File: src/rtl/prng_pkg.sv
// Shared types and widths for the xoshiro128++ range sampler.
package prng_pkg;

    localparam int unsigned RND_W   = 32;
    localparam int unsigned TRIES_W = 8;

    typedef enum logic [1:0] {
        IDLE   = 2'd0,
        SAMPLE = 2'd1,
        WAIT   = 2'd2
    } state_t;

endpackage

File: src/rtl/prng_mask_gen.sv
// Combinational bound -> mask: (bound-1) with every bit below its MSB set.
// bound=0 wraps to all ones, bound=1 gives zero.
module prng_mask_gen
    import prng_pkg::*;
(
    input  logic [RND_W-1:0] bound,
    output logic [RND_W-1:0] mask
);

    logic [RND_W-1:0] smear;

    // Decrement, then right-OR smear so all bits below the leading one are set.
    always_comb begin
        smear = bound - RND_W'(1);
        smear = smear | (smear >> 1);
        smear = smear | (smear >> 2);
        smear = smear | (smear >> 4);
        smear = smear | (smear >> 8);
        smear = smear | (smear >> 16);
        mask  = smear;
    end

endmodule

File: src/rtl/prng_range_sampler.sv
// Mask-and-reject sampler: turns raw PRNG words into unbiased integers in [0, bound).
// Drives the PRNG advance strobe itself, once per consumed word.
module prng_range_sampler
    import prng_pkg::*;
#(
    parameter int unsigned MAX_TRIES = 16
) (
    input  logic                clk,
    input  logic                rst_n,
    input  logic [RND_W-1:0]    rnd,
    output logic                rnd_next,
    input  logic                start,
    input  logic [RND_W-1:0]    bound,
    output logic                busy,
    output logic [RND_W-1:0]    result,
    output logic                result_valid,
    output logic                fail,
    output logic [TRIES_W-1:0]  tries
);

    localparam logic [TRIES_W-1:0] MAX_T = TRIES_W'(MAX_TRIES);

    state_t              state, state_next;
    logic [RND_W-1:0]    bound_q, mask_q, mask_d, cand;
    logic [TRIES_W-1:0]  tries_inc;
    logic                accept, give_up;
    logic                load, done_ok, done_fail;

    prng_mask_gen u_mask_gen (
        .bound (bound),
        .mask  (mask_d)
    );

    assign cand      = rnd & mask_q;
    assign tries_inc = tries + TRIES_W'(1);
    assign accept    = (bound_q == '0) || (cand < bound_q);
    assign give_up   = (tries_inc == MAX_T);
    assign busy      = (state != IDLE);

    // State register; reset aborts any request immediately.
    always_ff @(posedge clk or negedge rst_n) begin
        if (!rst_n) state <= IDLE;
        else        state <= state_next;
    end

    // Next-state decode plus the advance strobe and datapath load/complete controls.
    always_comb begin
        state_next = state;
        rnd_next   = 1'b0;
        load       = 1'b0;
        done_ok    = 1'b0;
        done_fail  = 1'b0;
        case (state)
            IDLE: begin
                if (start) begin
                    load       = 1'b1;
                    state_next = SAMPLE;
                end
            end
            SAMPLE: begin
                rnd_next = 1'b1;
                if (accept) begin
                    done_ok    = 1'b1;
                    state_next = IDLE;
                end else if (give_up) begin
                    done_fail  = 1'b1;
                    state_next = IDLE;
                end else begin
                    state_next = WAIT;
                end
            end
            WAIT: begin
                state_next = SAMPLE;
            end
            default: state_next = IDLE;
        endcase
    end

    // Latched request parameters, try counter and held result outputs.
    always_ff @(posedge clk or negedge rst_n) begin
        if (!rst_n) begin
            bound_q      <= '0;
            mask_q       <= '0;
            tries        <= '0;
            result       <= '0;
            result_valid <= 1'b0;
            fail         <= 1'b0;
        end else begin
            result_valid <= 1'b0;
            if (load) begin
                bound_q <= bound;
                mask_q  <= mask_d;
                tries   <= '0;
                fail    <= 1'b0;
            end
            if (rnd_next) begin
                tries <= tries_inc;
            end
            if (done_ok) begin
                result       <= cand;
                result_valid <= 1'b1;
            end
            if (done_fail) begin
                result       <= '0;
                fail         <= 1'b1;
                result_valid <= 1'b1;
            end
        end
    end

endmodule

File: config.mk
export PLATFORM = sky130hd
export DESIGN_NAME = prng_range_sampler
export DESIGN_NICKNAME = d
export VERILOG_FILES = /design/src/rtl/prng_pkg.sv /design/src/rtl/prng_mask_gen.sv /design/src/rtl/prng_range_sampler.sv
export SDC_FILE = /design/constraint.sdc
export NUM_CORES = 1
export LEC_CHECK = 0
export ABC_AREA = 1
export CAP_MARGIN = 5
export CORE_AREA = 2 2 122 124
export DETAILED_ROUTE_END_ITERATION = 16
export DIE_AREA = 0 0 124 126
export DONT_BUFFER_PORTS = 1
export GPL_TIMING_DRIVEN = 0
export HOLD_SLACK_MARGIN = 0.1
export PLACE_DENSITY_LB_ADDON = 0.2
export SLEW_MARGIN = 20
export SYNTH_ARGS = -nofsm -noshare
export SYNTH_HDL_FRONTEND = slang
export SYNTH_SLANG_ARGS = --single-unit
File: constraint.sdc
create_clock -name clk -period 2.78 [get_ports clk]
set_input_delay 0.278 -clock clk [delete_from_list [all_inputs] [get_ports clk]]
set_output_delay 0.278 -clock clk [all_outputs]
set_load 0.01 [all_outputs]
==> results.yml, run 1 <==
sta:
  fin_crit_ps: 2500
  maxSlewViolCount: 0
  setup_viol: 0
  post-route-period-util_pct: 89.8
  max_slew_margin_pct: 36.9
  finalHoldViolations: 108
  max_freq_ghz: 0.401
  rsz0062_at_grt: "false"
  setup-tns-final_ps: 0
  finClkSkew_ps: 7.30
  holdWs_ps: -383
  worst_pin_slew_ps: 943
logic_synthesis:
  synth_top_family_by_area: "simple AND/OR/NAND/NOR gates"
  ys_types: 32
  synth_fa_ha_area_share_pct: 6.04
  synth_edf_count: 0
  yosysWarnings: 0
  yosys.area_share.simple_pct: 39.4
  synth_nets: 1130
  syn_area_mm2: 0.00705
  synth.ff_latch_count: 108
  muxShareOfSynthArea_pct: 0
  synthCells: 1029
  synth_compound_area_share_pct: 6.82
  synthArstFlopShare_pct: 100
  synth_flop_cell: "dfrtp_1"
  syn_area_per_cell_um2: 6.85
  synth_xor_area_share_pct: 0.976
  ys_seq_area_share_pct: 38.3
grt:
  antenna_found_initial: 0
  grtUsageTotal_pct: 25.9
  grt_max_degree: 109
  grt_pass1_vias: 6188
  overflow: 0
  grt_first_pass_wirelength_mm: 31.5
floorplan:
  die_x_um: 124
  core.rowCount: 44
  die_h_um: 126
  core_mm2: 0.0143
  io-pin-count: 111
  initial_core_util_pct: 49.2
  dieArea_mm2: 0.0156
worst_setup_path:
  r2r-end: "result[21]"
  crit_path_max_fanout: 10
  slowest_stage: "dfrtp_1"
  worstPathCellList: "nand2_1, inv_1, ha_1, nand2_1, inv_1, o21ai_0, nand2_1, a21oi_1, o21a_1, nand2_1, nand2_1, buf_1, nand3_1, nand2_1"
  required_ps: 3070
  startpoint_type: "flop"
  crit_type: "reg -> reg"
  critPathMaxStageDelay_ps: 400
  crit_start: "mask_q[25]"
  path_delay_family: "simple AND/OR/NAND/NOR gates"
  end_kind: "flop"
  crit_top_cell: "nand2_1"
  endpoint: "result[21]"
  reg2reg_from: "mask_q[25]"
  crit_cells: 14
  worstPathArrival_ps: 2780
  r2r_slack_ps: 280
  worst-r2r-cell-count: 14
  crit_buf_inv: 3
cells_and_area:
  syn2layout_area_growth_pct: 11.1
  drive_gt1_share_pct: 6.74
  multi_input_area_mm2: 0.00375
  n_fill_cell: 1449
  finalInstanceArea_mm2: 0.00783
  n_antenna_cell: 0
  layout_commonest_cell: "nand2_1"
  seq_area_mm2: 0.00270
  finalNetCount: 1166
  layout_common_cells: "364 x nand2_1, 127 x inv_1, 108 x dfrtp_1, 105 x nor2_1, 71 x nand3_1"
routing:
  avgViaCountPerCell: 5.16
  wl_per_cell_um: 15.4
  ant_nets: 0
  vias: 6464
  drtPass1Iterations: 5
  drcViolationCount: 0
  drtIter0Drc: 508
  drt_wl_total_mm: 19.3
cts:
  cts_resized: 0
  clkLatencyLatePin_ps: 350
  cts.reportedPaths.clkPinSlew_ps: 70
  cts_sinks: 108
  cts_setup_buffers: 0
  cts_buffer_depth: 2
  cts_hold_buf: 25
  cts_root_buffer: "clkbuf_16"
  htree_levels: 3
  cts_tree: "built"
  numCtsBuffers: 9
place:
  hpwlAfterDp_mm: 15.4
  port-buffer-count: 0
  place_area_mm2: 0.00728
  finalWeightedCongestion: 0.902
power_and_ir_drop:
  p_per_area_mw_per_mm2: 869
  p_leak_nw: 4.03
  max-vdd-ir-drop_v: 0.000440
job:
  maxCapViolations: 0
run_status:
  status: "complete, but fails checks"
  failed_checks: "negative hold slack"
worst_hold_path:
  hp-class: "in -> async"
-- where the power goes --
| group | leakage [nW] | switching, mW | internal [mW] |
|---|---|---|---|
| Sequential | 1.32 | 0.476 | 2.25 |
| Combinational | 2.56 | 1.86 | 0.908 |
| Clock | 0.151 | 0.571 | 0.742 |
| Total | 4.03 | 2.91 | 3.90 |
-- metrics by stage --
step / std cells / setup slack [ps] / utilization, % / total power, mW
after CTS: 1253 / 293 / 54.7 / 6.84
after global routing: 1253 / 140 / 54.7 / 7.45
final: 1253 / 283 / 54.7 / 6.80
after global placement: 1213 / 379 / 50.8 / 5.41
after floorplan: 1029 / 870 / - / 4.69
after detailed placement: 1213 / 326 / 50.8 / 5.48
-- cell usage after synthesis, types with 2 or more instances --
master,count,share of area [%]
a21oi_1,18,1.3
a31oi_1,2,0.18
and2_1,2,0.18
buf_1,4,0.21
buf_2,5,0.35
clkbuf_1,14,0.75
dfrtp_1,108,38
ha_1,34,6.0
inv_1,127,6.8
inv_2,4,0.21
nand2_1,364,19
nand2_2,13,1.2
nand3_1,71,5.0
nand3b_1,7,0.75
nand4_1,25,2.2
nor2_1,105,5.6
nor2_2,20,1.8
nor2_4,8,1.3
nor2_8,2,0.57
nor3_1,8,0.57
nor4_1,5,0.44
o21a_1,2,0.21
o21ai_0,51,3.6
o21ai_1,12,0.85
o22ai_1,4,0.35
o31ai_1,2,0.21
or2_2,2,0.18
xor2_1,6,0.75
-- final cells by class --
| class | count | area share [%] |
|---|---|---|
| Multi-Input combinational cell | 766 | 47.9 |
| Tap cell | 184 | 2.94 |
| Clock inverter | 4 | 0.623 |
| Inverter | 131 | 6.28 |
| Sequential cell | 108 | 34.5 |
| Clock buffer | 11 | 3.23 |
| Timing Repair Buffer | 25 | 3.20 |
| Buffer | 24 | 1.33 |
-- worst reg2reg max path: cells and delay by family, from the launching register on --
family	cells	cell delay, ps
and+or+nand+nor	7	780
AOI/OAI and AO/OA	3	490
buffers and inverters	3	480
DFF	1	400
adders and majority gates	1	280
-- sequential cells by signal, summed over array words and instances, names as in the netlist --
name,flops
bound_q,32
fail,1
mask_q,32
result,32
result_valid,1
state,2
tries,8
-- logic make-up after synthesis --
| kind of cell | after synthesis |
|---|---|
| fa+ha+maj | 34 |
| xor+xnor | 7 |
| simple gates | 633 |
| flops | 108 |
| compound gates | 92 |
| buf+inv | 155 |
-- worst min-delay path by stage --
stage	start	cells after the start	end
after global routing	rst_n	0	tries[4]
after CTS	rst_n	0	bound_q[22]
after floorplan	rst_n	0	bound_q[0]
final	rst_n	0	tries[7]
after detailed placement	rst_n	0	tries[4]
after global placement	rst_n	0	tries[3]
-- layer usage --
| metal | up-vias | part of all wire (%) | GRT usage (%) |
|---|---|---|---|
| met5 | - | 0 | 0 |
| met2 | 183 | 46 | 40.9 |
| met1 | 2937 | 47 | 37.4 |
| met3 | 16 | 6.0 | 3.99 |
| li1 | 3328 | - | - |
| met4 | 0 | 1.2 | 5.75 |
Power figures use the tool's default switching activity.
==> inputs of run 2 (changes only) <==
CORE_AREA = 2 2 129 131   (was 2 2 122 124)
DIE_AREA = 0 0 131 133   (was 0 0 124 126)
SETUP_SLACK_MARGIN = 0.2   (was default)
==> run 2 against run 1 <==
Effect of this change: the flow still finishes with violations (negative hold slack); combinational power about the same; final area rose by 1.2%; register-to-register slack improved by 150 ps; core utilization decreased by 5.7 points.
==> results.yml, run 2 (same netlist as run 1, synthesis figures left out) <==
cells_and_area:
  drive_gt1_share_pct: 7.07
  seq_area_mm2: 0.00270
  reg_top3: "bound_q x32, mask_q x32, result x32"
  n_antenna_cell: 0
  final_util_pct: 49.0
  finalNetCount: 1171
  syn2layout_area_growth_pct: 12.4
  n_fill_cell: 1693
  layout_common_cells: "364 x nand2_1, 127 x inv_1, 108 x dfrtp_1, 104 x nor2_1, 71 x nand3_1"
  stdcell_count: 1295
  multi_input_area_mm2: 0.00375
  layout_commonest_cell: "nand2_1"
cts:
  cts_root_buffer: "clkbuf_16"
  clkLatencyLatePin_ps: 360
  numCtsBuffers: 9
  cts_sinks: 108
  cts_buffer_depth: 2
  cts_hold_buf: 30
  cts_tree: "built"
  cts_setup_buffers: 0
  cts.reportedPaths.clkPinSlew_ps: 80
  htree_levels: 3
floorplan:
  initial_core_util_pct: 43.6
  die_h_um: 133
  core_mm2: 0.0162
  die_x_um: 131
  io-pin-count: 111
  core.rowCount: 47
  dieArea_mm2: 0.0174
sta:
  finClkSkew_ps: 12.1
  setup_viol: 0
  max_slew_margin_pct: 56.0
  holdWs_ps: -384
  rsz0062_at_grt: "false"
  max_freq_ghz: 0.426
  finalHoldViolations: 108
  worst_pin_slew_ps: 655
  fin_crit_ps: 2350
  post-route-period-util_pct: 84.5
  maxSlewViolCount: 0
  setup-tns-final_ps: 0
place:
  dpl.cell_count: 1249
  hpwlAfterDp_mm: 16.0
  port-buffer-count: 0
  finalWeightedCongestion: 0.893
routing:
  avgViaCountPerCell: 5.02
  wl_met2_mm: 8.79
  wl_per_cell_um: 15.5
  ant_nets: 0
  wl_met3_mm: 1.31
  drcViolationCount: 0
  vias: 6502
  drtIter0Drc: 436
  drt-met1-wl_mm: 9.53
  drtPass1Iterations: 5
  top_layer: "met4"
  drt_wl_total_mm: 20.1
grt:
  grt_first_pass_wirelength_mm: 32.5
  grt_pass1_vias: 6259
  overflow: 0
  grtUsageTotal_pct: 24.2
  grt_max_degree: 109
  antenna_found_initial: 0
worst_setup_path:
  startpoint_type: "flop"
  crit_path_max_fanout: 10
  reg2reg_from: "mask_q[25]"
  worstPathArrival_ps: 2650
  crit_start: "mask_q[25]"
  required_ps: 3080
  end_kind: "flop"
  worst-r2r-cell-count: 14
  crit_type: "reg -> reg"
power_and_ir_drop:
  max-vdd-ir-drop_v: 0.000335
  p_per_area_mw_per_mm2: 858
  p_leak_nw: 4.05
run_status:
  status: "complete, but fails checks"
  failed_checks: "negative hold slack"
worst_hold_path:
  hp-class: "in -> async"
job:
  maxCapViolations: 0
-- run 2: cell types whose count changed in the layout (fill, tap and decap cells not counted), sizes merged --
cell / before / now
clkinvlp: 0 / 1
dlygate4sd3: 25 / 30
buf: 10 / 8
inv: 131 / 132
clkinv: 3 / 4
-- run 2: path summary, 6_finish.rpt --
check	end	slack, ps
min in group clk	bound_q[12]	110
worst max register to register	result[10]	430
worst min register to register	state[0]	450
max in group asynchronous	bound_q[1]	2920
worst min-delay path	bound_q[21]	-380
worst max-delay path	result[10]	430
-- run 2: metrics by stage --
step | worst slack (ps) | power, mW | hold slack [ps] | instance area, µm²
after floorplan | 870 | 4.69 | -17.6 | 7050
after global placement | 318 | 5.41 | -12.5 | 7320
after detailed placement | 244 | 5.49 | -12.9 | 7320
after CTS | 227 | 6.84 | -399 | 7920
after global routing | 221 | 7.44 | -396 | 7920
final | 431 | 6.80 | -384 | 7920
-- run 2: critical path: stages, from the launching register on --
cell and delay (ps):
dfrtp_1 390, nand2_1 60, inv_1 50, ha_1 280
nand2_1 70, inv_1 30, o21ai_0 130, nand2_1 60
a21oi_1 170, o21a_1 150, nand2_1 80, nand2_1 190
buf_1 380, nand3_1 130, nand2_1 100
-- run 2: final cells by class --
| type | instances | share of cell area (%) |
|---|---|---|
| Inverter | 131 | 6.21 |
| Buffer | 24 | 1.34 |
| Tap cell | 220 | 3.48 |
| Timing Repair Buffer | 30 | 3.79 |
| Clock buffer | 9 | 2.84 |
| Clock inverter | 7 | 0.837 |
| Sequential cell | 108 | 34.1 |
| Multi-Input combinational cell | 766 | 47.4 |
-- run 2: timing repair --
item,in CTS,in global routing
resized for setup,0,3
hold endpoints to repair,138,108
setup endpoints to repair,0,27
-- run 2: metal layers --
| metal | vias up | track usage, % |
|---|---|---|
| met5 | - | 0 |
| met4 | 0 | 8.16 |
| met3 | 32 | 4.45 |
| met2 | 187 | 36.2 |
| met1 | 2941 | 35.2 |
| li1 | 3342 | - |
-- run 2: where the power goes --
group	leakage [nW]	total [mW]	switching (mW)	internal, mW
combinational	2.59	2.79	1.87	0.921
sequential	1.32	2.71	0.465	2.25
clock	0.145	1.29	0.596	0.696
total	4.05	6.80	2.93	3.86
